--- config.mk ---
export PLATFORM = sky130hd
export DESIGN_NAME = frame_state_latch_flat
export DESIGN_NICKNAME = d
export VERILOG_FILES = /design/src/rtl/frame_state_latch_if.sv /design/src/rtl/frame_state_latch.sv /design/src/flat_wrapper.sv
export SDC_FILE = /design/constraint.sdc
export NUM_CORES = 1
export LEC_CHECK = 0
export ABC_AREA = 1
export ABC_CLOCK_PERIOD_IN_PS = 1800
export BUFFER_PORTS_ARGS = -buffer_cell sky130_fd_sc_hd__buf_4
export CAP_MARGIN = 20
export CELL_PAD_IN_SITES_DETAIL_PLACEMENT = 0
export CELL_PAD_IN_SITES_GLOBAL_PLACEMENT = 2
export CORE_MARGIN = 2
export CORE_UTILIZATION = 31
export CTS_CLUSTER_DIAMETER = 60
export DETAILED_ROUTE_END_ITERATION = 12
export PLACE_DENSITY_LB_ADDON = 0.1
export SLEW_MARGIN = 15
export SYNTH_ARGS = -nofsm -noshare
export SYNTH_HDL_FRONTEND = slang
export SYNTH_SLANG_ARGS = --single-unit
--- constraint.sdc ---
create_clock -name i_clk -period 1.8 [get_ports i_clk]
set_clock_uncertainty 0.05 [all_clocks]
set_input_delay 0.09 -clock i_clk [delete_from_list [all_inputs] [get_ports i_clk]]
set_output_delay 0.09 -clock i_clk [all_outputs]
set_load 0.005 [all_outputs]
--- src/rtl/frame_state_latch_if.sv ---
// ============================================================================
//  Module   : frame_state_latch_if
//  Brief    : CDC word / frame timing in, committed positions and status out.
//  Revision : 1.0
// ============================================================================
`default_nettype none

interface frame_state_latch_if #(
    parameter int X_WIDTH = 10,
    parameter int Y_WIDTH = 10
);
    logic [X_WIDTH+3*Y_WIDTH-1:0] i_state;
    logic                         i_frame_start;
    logic                         i_vblank;
    logic [X_WIDTH-1:0]           o_ball_x;
    logic [Y_WIDTH-1:0]           o_ball_y;
    logic [Y_WIDTH-1:0]           o_paddle_l_y;
    logic [Y_WIDTH-1:0]           o_paddle_r_y;
    logic                         o_frame_valid;
    logic                         o_update;
    logic                         o_stale;

    modport master (
        output i_state, i_frame_start, i_vblank,
        input  o_ball_x, o_ball_y, o_paddle_l_y, o_paddle_r_y,
        input  o_frame_valid, o_update, o_stale
    );

    modport slave (
        input  i_state, i_frame_start, i_vblank,
        output o_ball_x, o_ball_y, o_paddle_l_y, o_paddle_r_y,
        output o_frame_valid, o_update, o_stale
    );
endinterface

`default_nettype wire

--- src/rtl/frame_state_latch.sv ---
// ============================================================================
//  Module   : frame_state_latch
//  Brief    : Qualifies the CDC position word for stability and commits it only
//             at frame start or during vertical blank.
//  Revision : 1.0
// ============================================================================
`default_nettype none

module frame_state_latch #(
    parameter int X_WIDTH       = 10,
    parameter int Y_WIDTH       = 10,
    parameter int STABLE_CYCLES = 4
) (
    input  wire logic           i_clk,
    input  wire logic           rst,
    frame_state_latch_if.slave  bus
);
    localparam int C_WORD_W = X_WIDTH + 3 * Y_WIDTH;
    localparam int C_CNT_W  = 4;
    localparam logic [C_CNT_W-1:0] C_STABLE = C_CNT_W'(STABLE_CYCLES);

    typedef enum logic [0:0] {
        ST_IDLE    = 1'b0,
        ST_PENDING = 1'b1
    } state_e;

    state_e                fsm_q,         fsm_d;
    logic [C_WORD_W-1:0]   shadow_q,      shadow_d;
    logic [C_CNT_W-1:0]    cnt_q,         cnt_d;
    logic [X_WIDTH-1:0]    ball_x_q,      ball_x_d;
    logic [Y_WIDTH-1:0]    ball_y_q,      ball_y_d;
    logic [Y_WIDTH-1:0]    paddle_l_y_q,  paddle_l_y_d;
    logic [Y_WIDTH-1:0]    paddle_r_y_q,  paddle_r_y_d;
    logic                  frame_valid_q, frame_valid_d;
    logic                  update_q,      update_d;
    logic                  stale_q,       stale_d;
    logic                  w_stable;
    logic                  w_commit;

    assign w_stable = (cnt_q == C_STABLE);

    // Any difference from the shadow restarts the count; otherwise count up and saturate.
    always_comb begin
        shadow_d = shadow_q;
        cnt_d    = cnt_q;
        if (bus.i_state != shadow_q) begin
            shadow_d = bus.i_state;
            cnt_d    = '0;
        end else if (!w_stable) begin
            cnt_d = cnt_q + 1'b1;
        end
    end

    always_comb begin
        fsm_d    = fsm_q;
        w_commit = 1'b0;
        stale_d  = stale_q;
        case (fsm_q)
            ST_IDLE: begin
                if (bus.i_frame_start) begin
                    if (w_stable) w_commit = 1'b1;
                    else          fsm_d    = ST_PENDING;
                end
            end
            ST_PENDING: begin
                if (bus.i_frame_start) begin
                    if (w_stable) begin
                        w_commit = 1'b1;
                        fsm_d    = ST_IDLE;
                    end
                end else if (bus.i_vblank) begin
                    if (w_stable) begin
                        w_commit = 1'b1;
                        fsm_d    = ST_IDLE;
                    end
                end else begin
                    // Blank ended without a usable word: this frame reuses the last commit.
                    stale_d = 1'b1;
                    fsm_d   = ST_IDLE;
                end
            end
            default: fsm_d = ST_IDLE;
        endcase
        if (w_commit) stale_d = 1'b0;
    end

    // Commit always takes the shadow, so a word arriving on the commit edge waits its turn.
    always_comb begin
        ball_x_d      = ball_x_q;
        ball_y_d      = ball_y_q;
        paddle_l_y_d  = paddle_l_y_q;
        paddle_r_y_d  = paddle_r_y_q;
        frame_valid_d = frame_valid_q | w_commit;
        update_d      = w_commit;
        if (w_commit) begin
            ball_x_d     = shadow_q[C_WORD_W-1 -: X_WIDTH];
            ball_y_d     = shadow_q[3*Y_WIDTH-1 -: Y_WIDTH];
            paddle_l_y_d = shadow_q[2*Y_WIDTH-1 -: Y_WIDTH];
            paddle_r_y_d = shadow_q[Y_WIDTH-1:0];
        end
    end

    always_ff @(posedge i_clk or negedge rst) begin
        if (!rst) begin
            fsm_q         <= ST_IDLE;
            shadow_q      <= '0;
            cnt_q         <= '0;
            ball_x_q      <= '0;
            ball_y_q      <= '0;
            paddle_l_y_q  <= '0;
            paddle_r_y_q  <= '0;
            frame_valid_q <= 1'b0;
            update_q      <= 1'b0;
            stale_q       <= 1'b0;
        end else begin
            fsm_q         <= fsm_d;
            shadow_q      <= shadow_d;
            cnt_q         <= cnt_d;
            ball_x_q      <= ball_x_d;
            ball_y_q      <= ball_y_d;
            paddle_l_y_q  <= paddle_l_y_d;
            paddle_r_y_q  <= paddle_r_y_d;
            frame_valid_q <= frame_valid_d;
            update_q      <= update_d;
            stale_q       <= stale_d;
        end
    end

    assign bus.o_ball_x      = ball_x_q;
    assign bus.o_ball_y      = ball_y_q;
    assign bus.o_paddle_l_y  = paddle_l_y_q;
    assign bus.o_paddle_r_y  = paddle_r_y_q;
    assign bus.o_frame_valid = frame_valid_q;
    assign bus.o_update      = update_q;
    assign bus.o_stale       = stale_q;

endmodule

`default_nettype wire

--- src/flat_wrapper.sv ---
// flat-port wrapper written by rule: the top's interface ports become plain ports
module frame_state_latch_flat 
#(
    parameter int X_WIDTH       = 10,
    parameter int Y_WIDTH       = 10,
    parameter int STABLE_CYCLES = 4
)
  (i_clk, rst, bus_i_state, bus_i_frame_start, bus_i_vblank, bus_o_ball_x, bus_o_ball_y, bus_o_paddle_l_y, bus_o_paddle_r_y, bus_o_frame_valid, bus_o_update, bus_o_stale);
  frame_state_latch_if #(.X_WIDTH(X_WIDTH), .Y_WIDTH(Y_WIDTH)) bus_i ();
  input  wire logic i_clk;
  input  wire logic rst;
  input wire logic [$bits(bus_i.i_state)-1:0] bus_i_state;
  input wire logic [$bits(bus_i.i_frame_start)-1:0] bus_i_frame_start;
  input wire logic [$bits(bus_i.i_vblank)-1:0] bus_i_vblank;
  output wire logic [$bits(bus_i.o_ball_x)-1:0] bus_o_ball_x;
  output wire logic [$bits(bus_i.o_ball_y)-1:0] bus_o_ball_y;
  output wire logic [$bits(bus_i.o_paddle_l_y)-1:0] bus_o_paddle_l_y;
  output wire logic [$bits(bus_i.o_paddle_r_y)-1:0] bus_o_paddle_r_y;
  output wire logic [$bits(bus_i.o_frame_valid)-1:0] bus_o_frame_valid;
  output wire logic [$bits(bus_i.o_update)-1:0] bus_o_update;
  output wire logic [$bits(bus_i.o_stale)-1:0] bus_o_stale;
  assign bus_i.i_state = bus_i_state;
  assign bus_i.i_frame_start = bus_i_frame_start;
  assign bus_i.i_vblank = bus_i_vblank;
  assign bus_o_ball_x = bus_i.o_ball_x;
  assign bus_o_ball_y = bus_i.o_ball_y;
  assign bus_o_paddle_l_y = bus_i.o_paddle_l_y;
  assign bus_o_paddle_r_y = bus_i.o_paddle_r_y;
  assign bus_o_frame_valid = bus_i.o_frame_valid;
  assign bus_o_update = bus_i.o_update;
  assign bus_o_stale = bus_i.o_stale;
  frame_state_latch #(.X_WIDTH(X_WIDTH), .Y_WIDTH(Y_WIDTH), .STABLE_CYCLES(STABLE_CYCLES)) u_core (.i_clk(i_clk), .rst(rst), .bus(bus_i));
endmodule
==> flow_summary.toml <==
[logic_synthesis]
yosysTopAreaCellShare_pct = 57.1
synth_edf_count = 0
syn_inst = 474
avgSynthCellArea_um2 = 8.14
synth_top_family_by_area = "simple AND/OR/NAND/NOR gates"
syn_nets = 520
yosysTopAreaCell = "dfrtp_1"
ys.flop_type = "dfrtp_1"
synthDistinctLibCells = 21
async_flop_share_pct = 100
ys_warn_count = 0
synth-seq-cells = 88
synth_compound_area_share_pct = 6.36
netlist_area_mm2 = 0.00386
synth_xor_area_share_pct = 1.14
synthTopCellsByArea = "dfrtp_1, nand2_1, inv_1, clkbuf_1, o21ai_1"
synthMuxAreaShare_pct = 0
yosys.area_share.adder_pct = 0.649
synth-simple-area-share_pct = 21.0
yosysSeqAreaShare_pct = 57.1

[sta]
setup_viol = 0
worst_pin_slew_ps = 531
drv_slew = 0
rsz0062_at_grt = "false"
max_freq_mhz = 617
finalCriticalPeriod_ps = 1620
slew_headroom_pct = 64.6
finalCritPeriodShare_pct = 90.0
hold_viol = 0
tns_ps = 0

[global_routing]
grt_pass1_vias = 2953
grt_max_degree = 45
overflow = 0
track_usage_pct = 14.2
antenna_found_initial = 0
grt_pass1_wl_mm = 14.2

[floorplan]
die_w_um = 116
die_h_um = 116
die_area_mm2 = 0.0133
io_pins = 87
num_rows = 40
start_util_pct = 32.0
core_area_mm2 = 0.0121

[detailed_routing]
dr.pass1.iters = 5
vias = 2950
avgViaCountPerCell = 3.97
drcViolationCount = 0
ant_nets = 0
drt-initial-drc-count = 110
wirelength_mm = 8.51
wl_per_cell_um = 11.5

[status]
outcome = "complete, no violations"

[power]
leakage_nw = 2.91
pwr_density_cell_mw_per_mm2 = 864
peakVddDrop_mv = 0.909

[clock_network]
post-cts-setup-buffer-count = 0
cts_tree = "built"
clk_pin_slew_worst_paths_ps = 60
htree_levels = 3
clk_path_buf_depth = 2
cts_buffers = 9
root_buffer = "clkbuf_16"
clock-sinks = 88
insertion_delay_ps = 340
cts_resized = 0
ctsHoldBuffers = 41

[setup_path]
cp_num_buf_inv = 3
critical_path.endpoint_type = "flip-flop"
startpoint_type = "flip-flop"
crit_type = "reg2reg"
crit_fanout = 32
critPathTopFamily = "flip-flops"
cp_slowest_cell = "dfrtp_1"
crit_arrival_ps = 1790
cp_slowest_stage_delay_ps = 400
worstPathCellList = "inv_1, ha_1, nand3_4, nor2_8, inv_2, buf_4, nand2_1, o21ai_1"
required_ps = 1970

[place]
port_buffers = 86
gp_congestion = 0.721
place_inst = 686
dpl.hpwl_mm = 5.82

[job]
cap_violations = 0

[hold_path]
hold_class = "in2reg"

[cells_and_area]
diodes = 0
layout.cells.non_filler = 743
num-fill-cells = 1209
fin_nets = 616
layout-drive-gt1-share_pct = 20.3
area_growth_pct = 37.1
## per-stage QoR
step / power [mW] / instance area [um2] / util (%) / setup slack, ps / hold slack (ps)
2_1_floorplan: 2.37 / 3860 / - / 275 / -256
3_3_place_gp: 2.63 / 4580 / 37.9 / 237 / 60.6
3_5_place_dp: 2.63 / 4580 / 37.9 / 179 / 59.0
4_1_cts: 4.67 / 5290 / 43.8 / 169 / 25.5
5_1_grt: 4.83 / 5290 / 43.8 / 10.4 / 60.3
6_report: 4.57 / 5290 / 43.8 / 180 / 46.1
## cell usage in the layout, fill, tap and decap left out
cell type / instances
ha_1: 2
buf_4: 89
nor2_1: 27
a21oi_1: 1
clkbuf_1: 2
a32o_1: 1
inv_1: 81
clkbuf_8: 2
nand2_1: 169
dlygate4sd3_1: 41
or2_2: 1
clkbuf_16: 9
bufinv_16: 1
dfrtp_1: 88
buf_12: 3
inv_2: 2
nor3_1: 4
xor2_1: 5
o21ai_2: 6
clkinv_2: 2
o21ai_0: 3
nand3_1: 2
nor2_8: 1
nand3_4: 1
o21ai_1: 31
a211oi_1: 1
## cells in the mapped netlist, types with 3 or more instances
| library cell | number |
|---|---|
| dfrtp_1 | 88 |
| xor2_1 | 5 |
| nand2_1 | 169 |
| buf_6 | 5 |
| o21ai_2 | 6 |
| o21ai_0 | 3 |
| inv_1 | 81 |
| nor3_1 | 4 |
| o21ai_1 | 31 |
| clkbuf_1 | 42 |
| nor2_1 | 27 |
## metal layers
layer / vias up / track usage (%) / routed length (um)
met5: - / 0 / 0
met4: 0 / 4.10 / 107
met3: 9 / 5.75 / 451
met2: 60 / 23.0 / 3870
met1: 1329 / 17.4 / 4090
li1: 1552 / - / -
## registers in the layout (all words and copies together) (netlist names)
signal / cells
u_core.bus.o_ball_y: 10
u_core.fsm_q: 1
u_core.bus.o_frame_valid: 1
u_core.bus.o_ball_x: 10
u_core.shadow_q: 40
u_core.bus.o_update: 1
u_core.bus.o_stale: 1
u_core.bus.o_paddle_r_y: 10
u_core.bus.o_paddle_l_y: 10
u_core.cnt_q: 4
## cell type report
class | count | area [um2] | area share, %
inverter | 83 | 312 | 5.89
timing repair buffer | 133 | 1140 | 21.5
sequential | 88 | 2200 | 41.7
clock inverter | 3 | 40.0 | 0.757
multi-input combinational | 255 | 1120 | 21.3
clock buffer | 13 | 260 | 4.92
tap | 168 | 210 | 3.98
## cells by family (layout without fill, tap and decap cells)
logic type	after synthesis	count (layout)
AND/OR/NAND/NOR	205	205
buffers and inverters	131	232
flip-flops	88	88
AO/OA/AOI/OAI	43	43
XOR/XNOR	5	5
adder cells (fa/ha/maj)	2	2
## where the power goes
group          leakage, nW  switching, mW  internal (mW)
logic                 1.76          0.237          0.278
registers            0.996         0.0575           2.08
clock network        0.150          0.764           1.15
## worst register-to-register path: cells and delay by family, from the launching register on
family                   cells  cell delay [ps]
flip-flops                   1              400
AO/OA/AOI/OAI                1               60
AND/OR/NAND/NOR              3              380
buffers and inverters        3              390
adder cells (fa/ha/maj)      1              220
## path summary, 6_finish.rpt
path,start,depth (start not counted),slack (ps),to
worst max-delay path,u_core.cnt_q[0],8,180,u_core.bus.o_paddle_l_y[0]
worst max register to register,u_core.cnt_q[0],8,180,u_core.bus.o_paddle_l_y[0]
worst min-delay path,bus_i_frame_start,3,50,u_core.bus.o_stale
worst min register to register,u_core.bus.o_frame_valid,1,420,u_core.bus.o_frame_valid
max in group asynchronous,rst,3,900,u_core.shadow_q[6]
min in group asynchronous,rst,2,210,u_core.bus.o_paddle_r_y[8]
(Power assumes the default switching activity.)
